## config.mk

```make
export PLATFORM = sky130hd
export DESIGN_NAME = xnor_pattern_detector
export DESIGN_NICKNAME = d
export VERILOG_FILES = /design/src/rtl/xnor_pattern_detector.sv
export SDC_FILE = /design/constraint.sdc
export NUM_CORES = 1
export LEC_CHECK = 0
export ABC_CLOCK_PERIOD_IN_PS = 2050
export CAP_MARGIN = 0
export CORE_AREA = 3 3 57 65
export CTS_BUF_LIST = sky130_fd_sc_hd__clkbuf_8
export DETAILED_ROUTE_END_ITERATION = 7
export DIE_AREA = 0 0 60 68
export GPL_ROUTABILITY_DRIVEN = 0
export PLACE_DENSITY = 0.72
export SLEW_MARGIN = 20
export SYNTH_ARGS = -nofsm -noshare
export SYNTH_HDL_FRONTEND = slang
export SYNTH_SLANG_ARGS = --single-unit
export TNS_END_PERCENT = 30
```

## constraint.sdc

```tcl
create_clock -name clk -period 2.05 [get_ports clk]
set_clock_uncertainty 0.1 [all_clocks]
set_input_delay 0.41 -clock clk [delete_from_list [all_inputs] [get_ports clk]]
set_output_delay 0.41 -clock clk [all_outputs]
set_load 0.01 [all_outputs]
```

## src/rtl/xnor_pattern_detector.sv

```systemverilog
// ----------------------------------------------------------------------------
// xnor_pattern_detector
//
// Serial pattern matcher. Incoming bits shift into a WIDTH-bit window (newest
// bit at position 0, oldest at WIDTH-1). Each window bit is compared with the
// matching pattern bit using XNOR. The results are AND-reduced to give
// equality. Once WIDTH valid bits have arrived, a one-cycle match pulse is
// emitted on every shift that leaves the window equal to the pattern.
// Overlapping matches count. A saturating counter records the matches.
//
// Ports
//   clk        rising-edge clock
//   rst_n      asynchronous active-low reset
//   en         shift enable; din is sampled when high
//   din        serial data bit
//   clr        synchronous clear of window, fill, count and flags (beats en)
//   pattern    target pattern, pattern[WIDTH-1] is the oldest bit
//   armed      window holds WIDTH valid bits
//   match      one-cycle pulse, window equals pattern
//   match_cnt  saturating number of matches
//   err_bits   number of window bits differing from pattern
//
// Configuration
//   XNOR_ERRCNT_EN  when defined, err_bits carries the popcount of
//                   (window ^ pattern), updated on each shift while armed.
//                   When undefined, err_bits is tied to zero and no popcount
//                   logic is built.
// ----------------------------------------------------------------------------
module xnor_pattern_detector #(
    parameter int WIDTH = 8,
    parameter int CNT_W = 8
) (
    input  logic                       clk,
    input  logic                       rst_n,
    input  logic                       en,
    input  logic                       din,
    input  logic                       clr,
    input  logic [WIDTH-1:0]           pattern,
    output logic                       armed,
    output logic                       match,
    output logic [CNT_W-1:0]           match_cnt,
    output logic [$clog2(WIDTH+1)-1:0] err_bits
);

    localparam int FILL_W = $clog2(WIDTH + 1);
    localparam int ERR_W  = $clog2(WIDTH + 1);

    typedef enum logic {
        FILL  = 1'b0,
        ARMED = 1'b1
    } state_t;

    state_t             state_q;
    logic [WIDTH-1:0]   win_q;
    logic [WIDTH-1:0]   win_d;
    logic [FILL_W-1:0]  fill_q;
    logic               armed_q;
    logic               armed_d;
    logic               match_q;
    logic [CNT_W-1:0]   cnt_q;
    logic               shift;
    logic               eq;
    logic               lastFill;

    // Equality and armed status are judged on the window as it will be after
    // this edge. This lets the completing bit produce its match pulse on the
    // very next cycle.
    always_comb begin
        shift    = en & ~clr;
        win_d    = shift ? {win_q[WIDTH-2:0], din} : win_q;
        eq       = &(~(win_d ^ pattern));
        lastFill = (fill_q == FILL_W'(WIDTH - 1));
        armed_d  = (state_q == ARMED) | (shift & lastFill);
    end

`ifdef XNOR_ERRCNT_EN
    logic [WIDTH-1:0] diffBits;
    logic [ERR_W-1:0] errPop;
    logic [ERR_W-1:0] err_q;

    // Count the bit positions where the next window disagrees with the pattern.
    always_comb begin
        diffBits = win_d ^ pattern;
        errPop   = '0;
        for (int i = 0; i < WIDTH; i++) begin
            errPop = errPop + ERR_W'(diffBits[i]);
        end
    end

    // The error count follows only real shifts while armed. It stays at zero
    // while the window is still filling, and it holds its value during idle cycles.
    always_ff @(posedge clk or negedge rst_n) begin
        if (!rst_n) begin
            err_q <= '0;
        end else if (clr) begin
            err_q <= '0;
        end else if (en) begin
            err_q <= armed_d ? errPop : '0;
        end
    end

    assign err_bits = err_q;
`else
    assign err_bits = '0;
`endif

    // Main control FSM with registered outputs. FILL counts the shifted bits
    // until the window is full. ARMED persists until a clear or reset. The
    // match pulse drops on any cycle without a shift, so one match cannot
    // fire twice. The counter stops at all-ones instead of wrapping.
    always_ff @(posedge clk or negedge rst_n) begin
        if (!rst_n) begin
            state_q <= FILL;
            win_q   <= '0;
            fill_q  <= '0;
            armed_q <= 1'b0;
            match_q <= 1'b0;
            cnt_q   <= '0;
        end else if (clr) begin
            state_q <= FILL;
            win_q   <= '0;
            fill_q  <= '0;
            armed_q <= 1'b0;
            match_q <= 1'b0;
            cnt_q   <= '0;
        end else if (en) begin
            win_q   <= win_d;
            armed_q <= armed_d;
            match_q <= armed_d & eq;
            if (state_q == FILL) begin
                fill_q <= fill_q + FILL_W'(1);
                if (lastFill) begin
                    state_q <= ARMED;
                end
            end
            if (armed_d && eq && !(&cnt_q)) begin
                cnt_q <= cnt_q + CNT_W'(1);
            end
        end else begin
            match_q <= 1'b0;
        end
    end

    assign armed     = armed_q;
    assign match     = match_q;
    assign match_cnt = cnt_q;

endmodule

```

==> impl_results.md, run 1 <==
- Sequential element share of the synthesized area: 41.6%
- R2r setup slk: -0.11 ns
- Worst skew pair latency: around 0.27 ns
- Type of origin of the critical path: primary input
- Detailed-route via count: 1,242
- Delay of the slowest critical-path stage: 0.51 ns
- Routed vias/inst: approximately 5.5
- Power Dens Cells: roughly 450 nW/um^2
- Clock sinks: 23
- Ys Warns: 0
- Worst R2R Path Depth: 8
- Critical Path Source: en
- Final ANT Viol Nets: 0
- Synthesized area: about 1400 um^2
- First-pass GRT wire length: 5810 um
- Flops & latches, synth: 23
- HPWL Detailed: around 2300 um
- Final setup vio count: 8
- Core area: about 3000 um^2
- Worst vdd ir: 0.332 mV
- Syn_area_per_cell: 9.75 um^2
- Power after layout: 0.917 mW
- Share of cells above drive strength 1: 31.1%
- Final Hold Vio Count: 0
- Global routing met1 resource utilization: 24.7%
- Worst hold path class: in2async
- CTS tree: yes
- Worst setup margin: -0.110 ns
- Met3 Resource Use GR: 2.45%
- I/O Buffers: 22
- Lkg Pwr: 0.919 nW
- Worst Setup EP: match_cnt[3]
- Crit path capture type: flop
- Worst Path Arrival: 2.26 ns
- Hold slack: between 0.3 and 0.4 ns
- Post-route DRC: 0
- Deepest level of the CTS H-tree: 1
- Most used routing layer: met2
- Max Cap Violations: 0
- Place WS: -0.905 ns
- Slowest cell on crit path: or4_1
- Die height: 68 um
- Top cell by count, worst path: buf_6
- Area leader, netlist: dfrtp_1
- Final #Nets: 209
- Status: complete, but fails checks
- Rows: 21
- CP Cell Sequence: buf_6 > nor2b_4 > buf_6 > buf_6 > a2111oi_4 > nand2b_4 > nand3_2 > buf_6 > or4_1 > a21oi_1
- Placed cell areas: 1790 um^2
- Reg2reg start: fill_q[1]
- FILL cells: 242
- Global Route Usage Sum: 18.7%
- CTS buffer count: 3
- Yosys top cell area share: 41.6%
- Starting Density: 45.4%
- Final WL: 3560 um
- Antenna diodes: 0
- Fin crit period: ~2.2 ns
- Clk slew on worst S/H paths: around 0.09 ns
- Die width: 60 um
- Drt pass-1 iters: 4
- Slew Limit Fails: 0
- Layout Area Growth over Synthesis: 46.2%
- Die ar.: between 4000 and 5000 um^2
- Num ports: 27
- Iteration-0 DRC Markers: 50
- Pin count of the biggest net entering global routing: 27
- Crit Path Max Fanout: 7
- Synth top area cells: dfrtp_1 (42%), mux2i_1 (8.7%), nor2_1 (6.2%)
- Fin crit share: 105%
- Max Buffers Root-to-Sink: 2
- Initial antenna violation count: 0
- Post-DR wirelength/cell: 15.7 um
- Critical path type: in2reg
- Setup TNS: -0.674 ns
- Synthesized instance count: 142
- Hold buffers post-CTS: 0
- CTS Root Buffer Type: clkbuf_8
- Met2 global-route usage: a little under a third
- GR Overflow Total: 0
- Count of cell types in the netlist: 34
- Fmax achieved: 463 MHz
- Multi-input gate area: 855 um^2
- Vias in the first global route: 1,241
- Sequential cell area: 576 um^2
- Final Cell Area: roughly 2000 um^2
- RSZ-0062 raised after global routing: yes
- R2R Path End: match_cnt[0]
- Worst Path Required: 2.15 ns
- Failing checks: negative setup slack
[synth_stat cells (all sizes together)]
library cell	count
nor2b	9
a2111oi	2
xnor2	8
and2	1
dfrtp	23
nor3b	2
o31ai	4
conb	1
nand3	6
clkbuf	1
mux2	3
nand4	2
nand2b	5
nor3	1
a211oi	1
or4	4
or3	1
nor2	23
xor2	4
inv	3
ha	2
mux2i	12
a32oi	1
and3	1
o21ai	1
nand2	4
o2111ai	1
buf	9
o21a	1
a21oi	6
[sequential cells by signal, indices dropped and copies added (netlist names)]
| signal | flops |
|---|---|
| match_cnt | 8 |
| state_q | 1 |
| armed | 1 |
| fill_q | 4 |
| match | 1 |
| win_q | 8 |
[worst min path at each step]
stage	endpoint	slack, ns
final	match_cnt[6]	0.39
after global routing	match_cnt[7]	0.42
after CTS	match_cnt[5]	0.40
after detailed placement	state_q	0.45
after global placement	state_q	0.43
after floorplan	armed	0.01
[layout by cell type, fill, tap and decap left out, types with 2 or more instances in the layout]
cell type | synthesis | routed
nand4_1 | 2 | 2
dlygate4sd2_1 | 0 | 4
dlymetal6s2s_1 | 0 | 2
o31ai_2 | 0 | 3
inv_1 | 3 | 3
mux2i_1 | 12 | 12
xnor2_1 | 8 | 8
xor2_1 | 4 | 4
clkdlybuf4s50_1 | 0 | 13
or4_1 | 3 | 3
nand3_1 | 6 | 5
buf_6 | 2 | 5
a2111oi_4 | 1 | 2
nor2_1 | 23 | 21
nand2b_1 | 5 | 4
mux2_4 | 0 | 3
nor2b_4 | 0 | 3
a21oi_2 | 0 | 2
conb_1 | 1 | 4
nand2_1 | 4 | 3
nor2b_1 | 9 | 6
buf_4 | 5 | 27
dfrtp_1 | 23 | 23
a21oi_1 | 6 | 4
clkbuf_8 | 0 | 3
nor2_4 | 0 | 2
[worst max-delay path: cells and delay by family]
kind | cells | cell delay (ns)
AO/OA/AOI/OAI | 2 | 0.45
AND/OR/NAND/NOR | 4 | 0.92
buffers and inverters | 4 | 0.47
[cells by family after synthesis]
family / Yosys count / share of synthesized area [%]
AO/OA/AOI/OAI: 17 / 9.68
buffers and inverters: 13 / 5.97
multiplexers: 15 / 11.1
adder cells (fa/ha/maj): 2 / 1.81
flip-flops: 23 / 41.6
other: 1 / 0.271
XOR/XNOR: 12 / 7.59
AND/OR/NAND/NOR: 59 / 22.0
[repair_timing]
item                       in CTS  in global routing
resized for setup              39                  7
pin swaps                      14                  4
setup endpoints to repair       9                  8
setup buffers                   7                  1
[final cells by class]
cell class	count	area share (%)
Timing Repair Buffer	54	24.4
Inverter	3	0.557
Tap cell	34	2.10
Sequential cell	23	28.4
Clock buffer	3	2.04
Multi-Input combinational cell	109	42.2
Clock inverter	1	0.186
[per-layer routing]
layer,vias to the layer above,share of wire [%]
li1,584,-
met1,613,43
met2,39,50
met3,6,5.0
met4,0,1.5
met5,-,0
[through the flow]
step	instances	util (%)
2_1_floorplan	145	-
3_3_place_gp	215	58.9
3_5_place_dp	215	58.9
4_1_cts	226	65.3
5_1_grt	227	66.4
6_report	227	66.4
[where the power goes]
| part | switching, mW | internal (mW) | leakage (nW) | total [mW] |
|---|---|---|---|---|
| clock | 0.153 | 0.134 | 0.0269 | 0.287 |
| sequential | 0.00544 | 0.460 | 0.318 | 0.466 |
| combinational | 0.0782 | 0.0857 | 0.574 | 0.164 |
Note: power is estimated with default switching activity, not from simulation.
==> inputs of run 2 (changes only) <==
Settings changed: DONT_BUFFER_PORTS set to 1, PLACE_DENSITY 0.72 to not set.
==> run 2 against run 1 <==
The flow still finishes with violations (negative setup slack); setup slack worse by 0.098 ns; wire length down 15%; first-iteration DRC count down 18%; total power down 8.0%; final area down 17%; critical path type unchanged.
==> impl_results.md, run 2 (synthesized netlist as in run 1, its figures left out) <==
- Worst skew pair latency: 0.26 ns
- Setup TNS: -0.705 ns
- Starting Density: 45.4%
- Max Cap Violations: 0
- Worst hold path class: in2async
- Initial antenna violation count: 0
- CTS Root Buffer Type: clkbuf_8
- Type of origin of the critical path: primary input
- Crit path capture type: flop
- Net switching fraction of the power: 23.6%
- Iteration-0 DRC Markers: 41
- Clock group share of total power: between 30% and 40%
- Worst Path Required: around 2.2 ns
- RSZ-0062 raised after global routing: yes
- Rows: 21
- Core area: around 3000 um^2
- Critical path type: in2reg
- Vias in the first global route: 1,097
- Antenna diodes: 0
- Final #Nets: 182
- Max-slew headroom: ~64%
- Place WS: -0.406 ns
- Drt pass-1 iters: 4
- Clk slew on worst S/H paths: 0.08 ns
- Logic gate share of total power: 11.4%
- Global Route Usage Sum: 16.4%
- Final ANT Viol Nets: 0
- Crit Path Max Fanout: 14
- Fin util: 55.0%
- Fin crit period: 2.26 ns
- Most frequent cells in the layout: buf_4 (25), dfrtp_1 (23), nor2_1 (21)
- Slew Limit Fails: 0
- Internal Power: 0.644 mW
- Final setup vio count: 7
- Worst Path Arrival: 2.36 ns
- Worst vdd ir: a little under 0.3 mV
- Worst R2R Path Depth: 7
- Worst setup margin: -0.208 ns
- Share of cells above drive strength 1: 28.3%
- Deepest level of the CTS H-tree: 1
- Status: complete, but fails checks
- First-pass GRT wire length: 5000 um
- Power after layout: 0.843 mW
- Final WL: 3030 um
- Fmax achieved: 443 MHz
- Die ar.: 4080 um^2
- Power Dens Cells: approximately 500 nW/um^2
- CTS buffer count: 3
- P_sw: 0.199 mW
- CTS tree: yes
- Post-DR wirelength/cell: 15.1 um
- Pin count of the biggest net entering global routing: 28
- HPWL Detailed: about 2100 um
- I/O Buffers: 0
- Lkg Pwr: about 0.75 nW
- Slew @ Worst Pin: around 0.54 ns
- Die width: about 60 um
- Clock sinks: 23
- Die height: 68 um
- Routed vias/inst: 5.45
- Final Hold Vio Count: 0
- Layout Area Growth over Synthesis: 21.2%
- Max Buffers Root-to-Sink: 2
- Post-route DRC: 0
- GR Overflow Total: 0
- Commonest non-fill, non-tap cell in the layout: buf_4
- Num ports: 27
- Detailed-route via count: between 1,000 and 1,500
- Seq pwr share: 55.3%
- Failing checks: negative setup slack
- Fin crit share: 110%
## run 2: cell count changes in the layout (fill, tap and decap cells not counted), moves of 2 or more
cell	delta
dlymetal6s2s_1	-2
nor2b_4	-2
dlygate4sd2_1	-4
o31ai_1	+3
buf_6	-5
o31ai_2	-3
nor2b_1	+2
clkdlybuf4s50_1	-13
or4_4	+2
buf_4	-2
## run 2: worst paths after layout
kind,slack [ns],endpoint,from
hold / removal,0.01,match_cnt[6],rst_n
setup reg to reg,-0.20,match_cnt[3],fill_q[0]
hold reg to reg,0.48,win_q[0],win_q[0]
min in group clk,0.10,match_cnt[3],clr
max in group asynchronous,1.47,fill_q[3],rst_n
setup / recovery,-0.21,match_cnt[3],en
## run 2: final cells by class
| type | count | area (um^2) |
|---|---|---|
| clock inverters | 1 | 3.75 |
| clock buffers | 3 | 41.3 |
| inverters | 3 | 11.3 |
| repair buffers | 26 | 193 |
| flip-flops and latches | 23 | 576 |
| fillers | 266 | 1370 |
| multi-input cells | 110 | 811 |
| well taps | 34 | 42.5 |
## run 2: routing by layer
metal / wire [um] / GRT usage, %
met1: 1290 / 19.3
met2: 1550 / 28.6
met3: 155 / 4.91
met4: 29 / 4.71
met5: 0 / 0
## run 2: stage by stage
stage | cells | hold WS, ns | cell area (um^2)
2_1_floorplan | 145 | 0.0144 | 1430
3_3_place_gp | 190 | 0.0149 | 1550
3_5_place_dp | 190 | 0.0149 | 1550
4_1_cts | 197 | 0.0929 | 1640
5_1_grt | 200 | 0.0564 | 1680
6_report | 200 | 0.0144 | 1680
## run 2: power groups by stage
stage | combinational [mW] | clock (mW) | sequential [mW]
2_1_floorplan | 0.0755 | 0 | 0.476
3_3_place_gp | 0.0744 | 0 | 0.475
3_5_place_dp | 0.0763 | 0 | 0.475
4_1_cts | 0.0941 | 0.288 | 0.466
5_1_grt | 0.108 | 0.311 | 0.467
6_report | 0.0965 | 0.280 | 0.466
## run 2: worst max-delay path: stages
cell,delay [ns]
nor2b_4,0.26
mux2i_1,0.25
xnor2_1,0.13
or4_4,0.61
or4_4,0.56
a21oi_2,0.14
## run 2: timing repair
action / in CTS / in global routing
setup buffers: 1 / 3
hold buffers: 1 / 0
gates cloned: 1 / 0
endpoints found under the hold margin: 23 / 0
setup endpoints to repair: 8 / 8
pin swaps: 8 / 6
resized for setup: 3 / 7
==> inputs of run 3 (changes only) <==
Settings changed: CTS_CLUSTER_DIAMETER set to 80.
==> results of run 3 <==
The final DEF is identical to that of run 2; final timing and power are the same.
